===== config.mk =====
export PLATFORM = sky130hd
export DESIGN_NAME = roy1707018_tdc
export DESIGN_NICKNAME = d
export VERILOG_FILES = /design/src/rtl/roy1707018_tdc_pkg.sv /design/src/rtl/roy1707018_tdc_sync_edge.sv /design/src/rtl/roy1707018_tdc.sv
export SDC_FILE = /design/constraint.sdc
export NUM_CORES = 1
export LEC_CHECK = 0
export CORE_MARGIN = 2
export CORE_UTILIZATION = 42
export DETAILED_ROUTE_END_ITERATION = 12
export RECOVER_POWER = 25
export SYNTH_ARGS = -nofsm -noshare
export SYNTH_HDL_FRONTEND = slang
export SYNTH_HIERARCHICAL = 1
export SYNTH_SLANG_ARGS = --single-unit

===== constraint.sdc =====
create_clock -name clk -period 2 [get_ports clk]
set_clock_uncertainty 0.15 [all_clocks]
set_input_delay 0.3 -clock clk [delete_from_list [all_inputs] [get_ports clk]]
set_output_delay 0.3 -clock clk [all_outputs]
set_load 0.01 [all_outputs]

===== src/rtl/roy1707018_tdc_pkg.sv =====
// Shared types and constants for the counter-based time-to-digital converter.
// Holds the FSM states, readout select codes and status-byte bit positions.
package tdc_pkg;

  typedef enum logic {
    IDLE = 1'b0,
    RUN  = 1'b1
  } tdc_state_e;

  localparam int CNT_W  = 16;
  localparam int MEAS_W = 5;

  localparam logic [1:0] SEL_RES_LO = 2'b00;
  localparam logic [1:0] SEL_RES_HI = 2'b01;
  localparam logic [1:0] SEL_STATUS = 2'b10;
  localparam logic [1:0] SEL_ZERO   = 2'b11;

  // Status byte layout: {valid, busy, overflow, meas_cnt[4:0]}
  localparam int STAT_VALID    = 7;
  localparam int STAT_BUSY     = 6;
  localparam int STAT_OVF      = 5;
  localparam int STAT_MEAS_LSB = 0;

endpackage


===== src/rtl/roy1707018_tdc_sync_edge.sv =====
// N-stage synchronizer followed by a rising-edge detector on the synced value.
// The pulse is combinational from the last stage and its delayed copy.
module tdc_sync_edge #(
  parameter int STAGES = 2
) (
  input  logic clk,
  input  logic srst,
  input  logic d,
  output logic pulse
);

  logic [STAGES-1:0] sync_reg;
  logic              prev_reg;

  genvar gi;
  generate
    for (gi = 0; gi < STAGES; gi++) begin : g_stage
      if (gi == 0) begin : g_first
        always_ff @(posedge clk) begin
          if (srst) sync_reg[gi] <= 1'b0;
          else      sync_reg[gi] <= d;
        end
      end else begin : g_rest
        always_ff @(posedge clk) begin
          if (srst) sync_reg[gi] <= 1'b0;
          else      sync_reg[gi] <= sync_reg[gi-1];
        end
      end
    end
  endgenerate

  always_ff @(posedge clk) begin
    if (srst) prev_reg <= 1'b0;
    else      prev_reg <= sync_reg[STAGES-1];
  end

  assign pulse = sync_reg[STAGES-1] & ~prev_reg;

endmodule


===== src/rtl/roy1707018_tdc.sv =====
// Time-to-digital converter: counts clk cycles between start and stop rising edges
// and exposes the 16-bit result and a status byte on an 8-bit readout bus.
module roy1707018_tdc
  import tdc_pkg::*;
#(
  parameter int CNT_W       = tdc_pkg::CNT_W,
  parameter int SYNC_STAGES = 2
) (
  input  logic       clk,
  input  logic       srst,
  input  logic [7:0] ui_in,
  output logic [7:0] uo_out
);

  localparam logic [CNT_W-1:0] CNT_MAX = '1;

  logic start_pulse;
  logic stop_pulse;

  tdc_sync_edge #(.STAGES(SYNC_STAGES)) u_start_sync (
    .clk   (clk),
    .srst  (srst),
    .d     (ui_in[0]),
    .pulse (start_pulse)
  );

  tdc_sync_edge #(.STAGES(SYNC_STAGES)) u_stop_sync (
    .clk   (clk),
    .srst  (srst),
    .d     (ui_in[1]),
    .pulse (stop_pulse)
  );

  logic unused_ui;
  assign unused_ui = ^ui_in[7:4];

  tdc_state_e        state_reg, state_next;
  logic [CNT_W-1:0]  cnt_reg, cnt_next;
  logic [CNT_W-1:0]  result_reg, result_next;
  logic              valid_reg, valid_next;
  logic              overflow_reg, overflow_next;
  logic [MEAS_W-1:0] meas_cnt_reg, meas_cnt_next;
  logic [CNT_W-1:0]  cnt_inc;

  always_ff @(posedge clk) begin
    if (srst) begin
      state_reg    <= IDLE;
      cnt_reg      <= '0;
      result_reg   <= '0;
      valid_reg    <= 1'b0;
      overflow_reg <= 1'b0;
      meas_cnt_reg <= '0;
    end else begin
      state_reg    <= state_next;
      cnt_reg      <= cnt_next;
      result_reg   <= result_next;
      valid_reg    <= valid_next;
      overflow_reg <= overflow_next;
      meas_cnt_reg <= meas_cnt_next;
    end
  end

  assign cnt_inc = (cnt_reg == CNT_MAX) ? CNT_MAX : cnt_reg + CNT_W'(1);

  always_comb begin
    state_next    = state_reg;
    cnt_next      = cnt_reg;
    result_next   = result_reg;
    valid_next    = valid_reg;
    overflow_next = overflow_reg;
    meas_cnt_next = meas_cnt_reg;

    // A start edge (re)arms from zero in either state; a coincident stop captures 0.
    if (start_pulse) begin
      cnt_next      = '0;
      overflow_next = 1'b0;
      valid_next    = 1'b0;
      state_next    = RUN;
      if (stop_pulse) begin
        result_next   = '0;
        valid_next    = 1'b1;
        meas_cnt_next = meas_cnt_reg + MEAS_W'(1);
        state_next    = IDLE;
      end
    end else if (state_reg == RUN) begin
      cnt_next = cnt_inc;
      if (cnt_inc == CNT_MAX) overflow_next = 1'b1;
      if (stop_pulse) begin
        result_next   = cnt_inc;
        valid_next    = 1'b1;
        meas_cnt_next = meas_cnt_reg + MEAS_W'(1);
        state_next    = IDLE;
      end
    end
  end

  logic [7:0] status;

  always_comb begin
    status                                      = '0;
    status[STAT_VALID]                          = valid_reg;
    status[STAT_BUSY]                           = (state_reg == RUN);
    status[STAT_OVF]                            = overflow_reg;
    status[STAT_MEAS_LSB +: MEAS_W]             = meas_cnt_reg;
  end

  always_comb begin
    uo_out = 8'h00;
    case (ui_in[3:2])
      SEL_RES_LO: uo_out = result_reg[7:0];
      SEL_RES_HI: uo_out = result_reg[15:8];
      SEL_STATUS: uo_out = status;
      SEL_ZERO:   uo_out = 8'h00;
      default:    uo_out = 8'h00;
    endcase
  end

endmodule


Word-level counts from Yosys, hierarchy flattened
Cells that the tools add are included.
{"block": "op_classes", "eq_ne": 5, "bitwise_logic": 4, "reduce_logical": 7, "mux": 16, "addsub": 2}
{"operator": "16-bit 2-to-1 mux", "count": 5}
{"operator": "16-bit equality test, second input constant", "count": 2}
{"operator": "8-bit one-hot mux with 4 select lines", "count": 1}
{"operator": "16-bit by 1-bit adder with 16-bit output, second input constant", "count": 1}
{"operator": "5-bit 2-to-1 mux", "count": 3}
{"operator": "1-bit 2-to-1 mux", "count": 7}
{"operator": "2-bit AND reduction", "count": 3}
{"operator": "5-bit by 1-bit adder with 5-bit output, second input constant", "count": 1}
{"operator": "2-bit equality test, second input constant", "count": 2}
{"operator": "2-bit nonzero test", "count": 2}
{"operator": "1-bit bitwise AND", "count": 2}
{"operator": "2-bit by 1-bit equality test with 1-bit output, second input constant", "count": 1}
{"operator": "2-bit logical NOT", "count": 1}
{"operator": "1-bit NOT", "count": 2}
{"operator": "2-bit OR reduction", "count": 1}
{"block": "word_totals", "in_bits": 10, "reg_bits": 46, "out_inout_bits": 8, "elab_cells": 46}

Depth between registers and ports, before layout
Gate-level depths: netlist of the first run.
{"block": "logic_depth", "word_depth": 5, "ltp_mapped": 7, "depth_no_buf": 6}

Modules after synthesis
The synthesis of the first run kept the hierarchy.
{"mod": "roy1707018_tdc", "cells_each": 274, "seq_area_each_um2": 800.8, "area_per_inst_um2": 2175.8, "instances": 1}
{"mod": "tdc_sync_edge", "cells_each": 7, "seq_area_each_um2": 60.1, "area_per_inst_um2": 87.6, "instances": 2}

Worst setup path before layout of the first run
Ideal clock, no wire load.
{"block": "synth_path", "path_kind": "register -> register", "from": "reg cnt_reg[0]", "to": "reg result_reg[13]", "arrival_time_ns": 1.895, "stages_incl_launch_ff": 8, "synth_period_minus_slack_ns": 2.115, "required_ns": 1.780, "path_slack_ns": -0.115, "setup_time_ns": 0.070, "n_path_buf": 1, "cell_sequence": "dfxtp_1 > ha_1 > nand3_4 > or4_4 > nor2_4 > buf_6 > o21ai_0 > a21oi_1"}
{"block": "synth_between", "elab_chain_cells": 5, "word_cells_on_any_way": 6, "cone_classes": "1 x add/sub; 1 x eq/ne; 4 x mux"}
{"item": "from (decl)", "line_no": "roy1707018_tdc.sv:38", "rtl": "logic [CNT_W-1:0] cnt_reg, cnt_next;"}
{"item": "from (signal assigned)", "line_no": "roy1707018_tdc.sv:55", "rtl": "cnt_reg <= cnt_next;"}
{"item": "16-bit by 1-bit adder with 16-bit output or 16-bit equality test (tied branches)", "line_no": "roy1707018_tdc.sv:63", "rtl": "assign cnt_inc = (cnt_reg == CNT_MAX) ? CNT_MAX : cnt_reg + CNT_W'(1);"}
{"item": "16-bit 2-to-1 mux *", "line_no": "roy1707018_tdc.sv:63"}
{"item": "16-bit 2-to-1 mux *", "line_no": "roy1707018_tdc.sv:88", "rtl": "if (stop_pulse) begin"}
{"item": "16-bit 2-to-1 mux *", "line_no": "roy1707018_tdc.sv:85", "rtl": "end else if (state_reg == RUN) begin"}
{"item": "16-bit 2-to-1 mux *", "line_no": "roy1707018_tdc.sv:74", "rtl": "if (start_pulse) begin"}
{"item": "to (signal assigned)", "line_no": "roy1707018_tdc.sv:56", "rtl": "result_reg <= result_next;"}
{"item": "to (decl)", "line_no": "roy1707018_tdc.sv:39", "rtl": "logic [CNT_W-1:0] result_reg, result_next;"}
Every way passes the cells marked *; elsewhere a longest branch is shown, timed or not. The select of a mux whose other input is x is not followed.
A chain may end at the register's enable or synchronous reset.

Worst setup path after layout of the first run
{"block": "layout_path", "from": "reg cnt_reg[7]", "to": "reg overflow_reg"}
{"block": "layout_between", "elab_chain_cells": 4, "word_cells_on_any_way": 5, "cone_classes": "1 x add/sub; 2 x eq/ne; 1 x mux; 1 x reduce/logical"}
{"item": "16-bit by 1-bit adder with 16-bit output or 16-bit equality test (tied branches)", "line_no": "roy1707018_tdc.sv:63"}
{"item": "16-bit 2-to-1 mux *", "line_no": "roy1707018_tdc.sv:63"}
{"item": "16-bit equality test *", "line_no": "roy1707018_tdc.sv:87", "rtl": "if (cnt_inc == CNT_MAX) overflow_next = 1'b1;"}
{"item": "2-bit AND reduction (no source line) *"}
{"item": "to (signal assigned)", "line_no": "roy1707018_tdc.sv:58", "rtl": "overflow_reg <= overflow_next;"}
{"item": "to (decl)", "line_no": "roy1707018_tdc.sv:41", "rtl": "logic overflow_reg, overflow_next;"}
Every way passes the cells marked *; elsewhere a longest branch is shown, timed or not.

==> results of run 1 <==
## per-layer routing
layer | vias to the layer above | part of all wire | wire length (um) | track usage
met4 | 0 | 0.0079 | 45 | 0.0466
li1 | 1107 | - | - | -
met3 | 4 | 0.039 | 224 | 0.0375
met5 | - | 0 | 0 | 0
met1 | 1007 | 0.49 | 2800 | 0.266
met2 | 38 | 0.46 | 2650 | 0.303
## power groups by stage
stage / combinational (mW) / clock, mW / sequential, mW
floorplan: 0.0797 / 0 / 0.966
global placement: 0.143 / 0 / 0.964
detailed placement: 0.144 / 0 / 0.965
CTS: 0.146 / 0.727 / 0.943
global route: 0.168 / 0.768 / 0.947
finish: 0.152 / 0.707 / 0.945
## synthesized netlist by cell type (all sizes together)
master	count	area [um2]
nor2b	10	67.6
nand4b	3	26.3
and3	2	12.5
mux2	2	22.5
nand2	33	124
a311o	1	10.0
a2bb2oi	1	8.76
or4	2	18.8
o31a	1	8.76
a21boi	1	7.51
mux2i	10	100
clkbuf	12	45.0
buf	8	46.3
inv	6	22.5
nand3	8	57.6
a31o	1	8.76
a21o	1	7.51
nor4bb	2	20.0
a22oi	4	30.0
or3b	1	8.76
a32oi	1	8.76
o31ai	1	7.51
nor4	4	37.5
o2111ai	1	8.76
nor3	8	40.0
o22ai	1	6.26
o211ai	1	7.51
a21oi	18	90.1
xnor2	4	35.0
a211oi	8	60.1
or3	2	12.5
a31oi	1	6.26
a211o	1	8.76
nand4	5	37.5
o21a	1	7.51
nor2	34	135
or2	1	6.26
ha	2	25.0
xor2	6	52.6
nand2b	9	56.3
o21ai	22	110
dfxtp	46	921
a311oi	2	17.5
## cells by family after synthesis
| family | share of synthesized area |
|---|---|
| xor+xnor | 0.0373 |
| mux | 0.0522 |
| compound gates | 0.179 |
| buf+inv | 0.0484 |
| fa+ha+maj | 0.0106 |
| flops | 0.392 |
| simple gates | 0.281 |
## cell type report
class | count | area (um2) | share of cell area
well taps | 72 | 90.1 | 0.0292
flip-flops and latches | 46 | 927 | 0.301
clock inverters | 3 | 43.8 | 0.0142
clock buffers | 5 | 68.8 | 0.0223
repair buffers | 59 | 472 | 0.153
multi-input cells | 216 | 1460 | 0.473
inverters | 6 | 22.5 | 0.00731
## worst max-delay path: cells and delay by family (launching register included)
family | cells | cell delay [ns]
simple gates | 3 | 0.60
buf+inv | 1 | 0.19
compound gates | 1 | 0.17
flops | 1 | 0.40
mux | 1 | 0.34
## worst max-delay path by stage
stage,startpoint,to,slack [ns]
floorplan,cnt_reg[1],result_reg[13],0.009
global placement,ui_in[2],uo_out[4],-0.23
detailed placement,ui_in[2],uo_out[2],-0.24
CTS,cnt_reg[1],overflow_reg,0.004
global route,cnt_reg[7],cnt_reg[13],-0.05
finish,cnt_reg[7],overflow_reg,0.04
## stage by stage
stage	worst slack [ns]	TNS [ns]	cells	util	hold WS (ns)
detailed placement	-0.236	-1.65	396	0.518	0.283
global placement	-0.227	-1.64	396	0.518	0.268
CTS	0.00377	0	405	0.540	0.305
finish	0.0423	0	407	0.566	0.300
global route	-0.0486	-0.358	407	0.566	0.318
floorplan	0.00908	0	288	-	0.222
## repair_timing
action | CTS | global route
endpoints found under the setup margin | 9 | 23
gates cloned | 0 | 0
setup buffers | 1 | 2
resized for setup | 11 | 30
pin swaps | 1 | 15
==> metrics, run 1 <==
R2R depth 6; worst skew pair latency about 0.3 ns; peak fanout along the critical path 5; crit start category flip-flop; Hold Path End u_stop_sync/sync_reg[1]; CP endpoint kind flip-flop; DPL Wire Length between 4 and 5 mm; drt drc 0; Final setup viols 0; Clk pwr share 0.392; clock buffer count from CTS 5; Max Fclk about 0.5 GHz; NumNets Final between 300 and 400; row cnt 27; CP cell instances nand4_4 > buf_4 > nor4_4 > mux2_4 > nor4bb_2 > a2bb2oi_2; Die Height 78.8 um; PnR Total Power between 1.5 and 2 mW; register area share after synthesis 0.392; syn nets 300; Hold WC Path Type reg -> reg; first-pass GRT wire length about 9.4 mm; number of inserted diodes 0; die area between 0.006 and 0.007 mm2; fin crit share 0.979; FF-to-FF Start cnt_reg[7]; sw frac 0.238; initial antenna violation count 0; Syn Std Cell Area roughly 0.0024 mm2; Slew Limit Fails 0; GRT Overall Usage 0.190; leakage ~1.1 nW; hold path start u_stop_sync/sync_reg[0]; Placed Area 0.00282 mm2; worst stage delay on the critical path 0.40 ns; maximum buffer depth of the clock tree 2; core box area about 0.0054 mm2; Crit Path Class reg -> reg; DRT iter0 DRCs ~120; Worst Path Arrival around 2 ns; die width 78.8 um; max-cap viol count 0; clock-pin slew on the worst setup and hold paths about 0.090 ns; ANT nets after route 0; most frequent cells in the layout dfxtp_1, buf_4, nand2_1; Internal Power 1.37 mW; outcome finished, final reports clean; largest net degree at the start of global routing 25; Avg Vias per Cell around 5.3; Starting Density 0.432; Distinct cells, synth 52; Final Routed Wirelength 5.72 mm; final-report hold violation count 0; # port buffers 13; Worst path slowest cell dfxtp_1; CTS Root Cell clkbuf_8; fillers around 500; layout cell share with drive strength beyond 1 0.263; Syn Inst Count 288; DR vias around 2200; VDD IR-drop max 416 uV; GPL Wtd Cong around 0.86; reg-to-reg endpoint overflow_reg; Sink Count 46; PwrDens 586 mW/mm2; Seq pwr share 0.524; area grow syn2layout 31.0%; Yosys reg bits 46; average routed wire per standard cell ~14 um; Slew @ Worst Pin 0.546 ns; cell area after layout about 0.0031 mm2; Avg Cell Area, Syn a little over 8 um2; Comb pwr share 0.084; grt ovf 0; first-pass iteration count of the detailed router 4; Rel. slew slack 0.632; CTS tree done; R2R Setup Slk about 0.042 ns; Hold-fix buffers, CTS 0; H-tree Lvls 2; switching power of the nets 430 uW; # IOs 18; hold depth 1; unrepaired setup endpoints after global routing yes; crit path time final about 2 ns; WP data required 2.04 ns; Warnings, synthesis 6; vias in the first global route 1927
No activity file was read; power rests on OpenSTA's default activity.
==> run 2: changes to the inputs <==
--- a/config.mk
+++ b/config.mk
@@ -5,9 +5,13 @@
 export SDC_FILE = /design/constraint.sdc
 export NUM_CORES = 1
 export LEC_CHECK = 0
+export CELL_PAD_IN_SITES_DETAIL_PLACEMENT = 0
+export CELL_PAD_IN_SITES_GLOBAL_PLACEMENT = 2
 export CORE_MARGIN = 2
-export CORE_UTILIZATION = 42
+export CORE_UTILIZATION = 31
+export CTS_CLUSTER_SIZE = 24
 export DETAILED_ROUTE_END_ITERATION = 12
+export PLACE_DENSITY_LB_ADDON = 0.1
 export RECOVER_POWER = 25
 export SYNTH_ARGS = -nofsm -noshare
 export SYNTH_HDL_FRONTEND = slang
==> run 2 against run 1 <==
- the run now ends with setup timing left
- global-route usage fell by 2.8 points
- non-clock buffer count rose by 5
- critical path depth rose by 1
- fmax fell by 3.6%
- critical path type unchanged
==> metrics, run 2 (same netlist as run 1, synthesis figures left out) <==
vias in the first global route approximately 2100; # IOs 18; first-pass GRT wire length around 11 mm; GPL Wtd Cong between 0.8 and 0.9; DRT iter0 DRCs 69; number of inserted diodes 0; area grow syn2layout 37.5%; Hold Path End u_stop_sync/sync_reg[1]; Clk pwr share 0.392; leakage 1.18 nW; fin crit share 1.02; average routed wire per standard cell ~15 um; grt ovf 0; H-tree Lvls 2; largest net degree at the start of global routing 27; final-report hold violation count 0; Internal Power approximately 1.4 mW; Slew Limit Fails 0; switching power of the nets roughly 440 uW; crit start category flip-flop; Final Routed Wirelength roughly 6.7 mm; Hold-fix buffers, CTS 0; hold path start u_stop_sync/sync_reg[0]; NumNets Final between 300 and 400; placed instance count around 430; Hold WC Path Type reg -> reg; core box area ~0.0073 mm2; row cnt 31; VDD IR-drop max a little under 300 uV; Final Worst Setup Slack -0.0302 ns; Sum Neg Setup Slack -0.161 ns; Sink Count 46; CP endpoint kind flip-flop; fillers 784; FF-to-FF Start cnt_reg[0]; Crit Path Class reg -> reg; reg-to-reg endpoint result_reg[6]; Slew @ Worst Pin about 0.54 ns; fin util 0.443; Final setup viols 9; clock buffer count from CTS 5; # port buffers 13; commonest non-fill, non-tap cell in the layout buf_4; most frequent cells in the layout buf_4, dfxtp_1, nand2_1; WP data required approximately 2.1 ns; die area around 0.0083 mm2; peak fanout along the critical path 6; Rel. slew slack 0.638; worst skew pair latency roughly 0.30 ns; first-pass iteration count of the detailed router 4; outcome complete, but fails checks; DPL Wire Length approximately 5.0 mm; die width slightly above 90 um; Comb pwr share 0.091; violated checks setup timing; clock-pin slew on the worst setup and hold paths roughly 0.090 ns; max-cap viol count 0; R2R Setup Slk -0.03 ns; post-route insts no fill 439; Die Height 91.1 um; CTS Root Cell clkbuf_8; Avg Vias per Cell approximately 4.9; unrepaired setup endpoints after global routing yes; DR vias around 2100; Starting Density 0.322; hold depth 1; GRT Overall Usage 0.162; Seq pwr share 0.518; drt drc 0; CTS tree done; PwrDens between 500 and 600 mW/mm2; initial antenna violation count 0; maximum buffer depth of the clock tree 2; ANT nets after route 0; sw frac 0.243; crit path time final a little over 2 ns; Max Fclk 0.493 GHz; Worst Path Arrival 2.12 ns; R2R depth 7; layout cell share with drive strength beyond 1 0.315
[run 2: cell count changes in the layout (fill, tap and decap cells not counted), sizes merged]
cell	previous run	this run
clkdlybuf4s15	2	1
clkbuf	7	10
dlygate4sd2	7	4
buf	44	50
[run 2: worst max path at each step]
stage                           endpoint       start
after global routing          cnt_reg[6]  cnt_reg[0]
after floorplan           result_reg[13]  cnt_reg[1]
after detailed placement       uo_out[1]    ui_in[2]
final                      result_reg[6]  cnt_reg[0]
after CTS                     cnt_reg[9]  cnt_reg[0]
after global placement         uo_out[0]    ui_in[2]
[run 2: metal layers]
metal  vias to the layer above  GRT usage  routed length, um
li1                       1115          -                  -
met1                      1003      0.235               3290
met2                        19      0.251               3090
met3                         9     0.0274                189
met4                         0     0.0391                 82
met5                         -          0                  0
[run 2: critical path, stage by stage (launching register included)]
cell and delay [ns]:
dfxtp_4 0.37, ha_4 0.14, nand3_4 0.12, or4_4 0.56, nor2_4 0.21, buf_12 0.15
o21ai_1 0.07, a21oi_1 0.17
[run 2: timing repair]
| action | in CTS | in global routing |
|---|---|---|
| endpoints found under the setup margin | 18 | 29 |
| pin swaps | 7 | 23 |
| gates cloned | 0 | 1 |
| gates resized for setup | 14 | 53 |
| buffers inserted | 0 | 3 |
[run 2: metrics by stage]
stage / setup slack (ns) / total power, mW / hold WS, ns / cell area, um2
2_1_floorplan: 0.00908 / 1.05 / 0.222 / 2360
3_3_place_gp: -0.253 / 1.12 / 0.292 / 2910
3_5_place_dp: -0.287 / 1.12 / 0.280 / 2910
4_1_cts: -0.0358 / 1.84 / 0.308 / 3030
5_1_grt: -0.117 / 1.91 / 0.318 / 3230
6_report: -0.0302 / 1.82 / 0.304 / 3230
[run 2: power groups by stage]
stage               clock (mW)  combinational [mW]  sequential [mW]
detailed placement           0               0.155            0.966
global placement             0               0.154            0.966
finish                   0.715               0.165            0.944
CTS                      0.739               0.154            0.944
floorplan                    0              0.0797            0.966
global route             0.784               0.182            0.947
[run 2: final cells by class]
type / count / area, um2 / share of cell area
clock buffer: 5 / 68.8 / 0.0213
clock inverter: 3 / 43.8 / 0.0136
inverter: 6 / 22.5 / 0.00697
multi-input combinational: 216 / 1510 / 0.468
sequential: 46 / 926 / 0.286
tap: 99 / 124 / 0.0383
timing repair buffer: 64 / 534 / 0.165
==> run 3: changes to the inputs <==
--- a/config.mk
+++ b/config.mk
@@ -5,10 +5,12 @@
 export SDC_FILE = /design/constraint.sdc
 export NUM_CORES = 1
 export LEC_CHECK = 0
+export ABC_AREA = 1
 export CELL_PAD_IN_SITES_DETAIL_PLACEMENT = 0
 export CELL_PAD_IN_SITES_GLOBAL_PLACEMENT = 2
+export CORE_ASPECT_RATIO = 0.7
 export CORE_MARGIN = 2
-export CORE_UTILIZATION = 31
+export CORE_UTILIZATION = 28
 export CTS_CLUSTER_SIZE = 24
 export DETAILED_ROUTE_END_ITERATION = 12
 export PLACE_DENSITY_LB_ADDON = 0.1
==> run 3 against run 2 <==
- the flow now finishes without violations
- wire length grew 1.9%
- non-clock buffer count fell by 23
- global-route usage rose by 0.28 points
- critical path depth up 4
- fmax up 9.9%
- count of clock-buffer cells in the layout did not move
- via count is 7.4% higher
- combinational power down 7%
- power rose by 15%
- largest cell class unchanged
- largest power group is now clock
- highest routed layer unchanged
==> metrics, run 3 <==
Hold-fix buffers, CTS 0; drt drc 0; Syn Std Cell Area about 0.0024 mm2; commonest non-fill, non-tap cell in the layout nand2_1; crit start category flip-flop; WP data required ~2.0 ns; worst stage delay on the critical path around 0.34 ns; Warnings, synthesis 6; Rel. slew slack 0.590; clock buffer count from CTS 5; unrepaired setup endpoints after global routing yes; NumNets Final 416; ANT nets after route 0; Die Height slightly above 80 um; area share of the largest cell type after synthesis 0.390; PnR Total Power between 2 and 2.5 mW; initial antenna violation count 0; Max Fclk approximately 0.54 GHz; cell accounting for the most synthesized area dfxtp_1; cell area after layout 0.00295 mm2; post-route insts no fill a little over 500; VDD IR-drop max approximately 300 uV; top_reg_cell synth dfxtp_1; layout cell share with drive strength beyond 1 0.163; leakage between 1 and 1.5 nW; # IOs 18; Sum Neg Setup Slack 0 ns; DPL Wire Length a little over 5 mm; maximum buffer depth of the clock tree 2; dpl ws -0.264 ns; Final Worst Setup Slack between 0.15 and 0.2 ns; Final Routed Wirelength 6.78 mm; Starting Density 0.294; hold depth 2; # port buffers 13; Avg Cell Area, Syn between 6 and 7 um2; Worst Path Arrival ~1.9 ns; fillers around 900; grt ovf 0; GRT Overall Usage 0.165; register area share after synthesis 0.390; R2R depth 11; row cnt 27; fraction of registers with async set or reset after synthesis 0; CTS Root Cell clkbuf_16; syn nets between 300 and 400; reg-to-reg endpoint overflow_reg; clock-pin slew on the worst setup and hold paths 0.07 ns; peak fanout along the critical path 5; most frequent cells in the layout nand2_1, inv_1, nor2_1, dfxtp_1, nand3_1; Placed Area about 0.0028 mm2; GPL Wtd Cong around 0.79; synth cell count leaders nand2_1, inv_1, nor2_1, dfxtp_1, nand3_1; DRT iter0 DRCs 134; crit path time final about 1.8 ns; most numerous cell in the Yosys netlist nand2_1; Hold WC Path Type reg -> reg; R2R Setup Slk ~0.15 ns; average routed wire per standard cell between 10 and 15 um; Crit Path Class reg -> reg; outcome finished, final reports clean; number of inserted diodes 0; placed instance count a little under 500; PwrDens just over 700 mW/mm2; Area contributors post-synth dfxtp_1, nand2_1, inv_1; die area between 0.009 and 0.01 mm2; fin crit share 0.924; Distinct cells, synth 30; vias in the first global route about 2200; number of synthesized flops with an enable pin 0; CP cell instances ha_2 > nand3_4 > nor2_4 > buf_4 > nand3_1 > nand2_1 > nor2_1 > nand2_1 > nor2_1 > nand3_1 > a21oi_2; largest net degree at the start of global routing 30; core box area between 0.008 and 0.009 mm2; Sink Count 46; max-cap viol count 0; Avg Vias per Cell 4.56; DR vias 2305; Syn Inst Count 366; Slew Limit Fails 0; Yosys reg bits 46; H-tree Lvls 2; first-pass iteration count of the detailed router 4; CP endpoint kind flip-flop; die width roughly 110 um; area grow syn2layout 24.6%; FF-to-FF Start cnt_reg[1]; worst skew pair latency ~0.29 ns; final-report hold violation count 0; Worst path slowest cell dfxtp_1; Final setup viols 0; hold path start u_start_sync/sync_reg[0]; Slew @ Worst Pin roughly 0.62 ns; final hold slack between 0.2 and 0.3 ns; CTS tree done; Hold Path End u_start_sync/sync_reg[1]; first-pass GRT wire length between 10 and 15 mm; fin util 0.366
-- run 3: cell count changes after synthesis, sizes merged, moves of 5 or more --
cell / previous run / this run
mux2i: 10 / 0
nor3: 8 / 3
nand3: 8 / 32
nor2: 34 / 53
clkbuf: 12 / 6
nand2: 33 / 109
xor2: 6 / 1
a21oi: 18 / 28
inv: 6 / 49
nand2b: 9 / 0
nor2b: 10 / 0
-- run 3: final cells by class --
type                            count  area (um2)  area share
Multi-Input combinational cell    260        1230       0.417
Timing Repair Buffer               41         309       0.105
Tap cell                          101         126      0.0429
Clock buffer                        5         125      0.0425
Sequential cell                    46         922       0.313
Clock inverter                      3        45.0      0.0153
Inverter                           50         190      0.0646
-- run 3: power breakdown --
group / internal [mW] / leakage (nW) / switching, mW
combinational: 0.0629 / 0.847 / 0.0904
sequential: 0.939 / 0.373 / 0.0234
clock: 0.590 / 0.0760 / 0.392
-- run 3: worst max-delay path, delay by kind of cell, from the launching register on --
kind | cells | cell delay, ns
AOI/OAI and AO/OA | 1 | 0.05
adders and majority gates | 1 | 0.22
buffers and inverters | 1 | 0.15
DFF | 1 | 0.34
and+or+nand+nor | 8 | 0.80
-- run 3: timing repair --
item                       in CTS  in global routing
gates resized for setup         8                 25
setup endpoints to repair       8                 15
setup buffers                   0                  1
-- run 3: metal layers --
layer  track usage  share of wire  wire, um
met4        0.0366         0.0096        65
met5             0              0         0
met2         0.233           0.39      2650
met3        0.0388          0.035       238
met1         0.252           0.56      3820
-- run 3: how the worst max path moves through the flow --
stage / startpoint / endpoint
detailed placement: ui_in[2] / uo_out[5]
global route: cnt_reg[1] / overflow_reg
CTS: ui_in[2] / uo_out[5]
global placement: ui_in[3] / uo_out[6]
finish: cnt_reg[1] / overflow_reg
floorplan: cnt_reg[0] / overflow_reg
-- run 3: cells by family (layout without fill, tap and decap cells) --
group,after synthesis,in the layout,synth area share
xor+xnor,2,2,0.00741
simple gates,202,202,0.366
buf+inv,60,99,0.0995
fa+ha+maj,2,2,0.0106
flops,46,46,0.390
compound gates,54,54,0.127
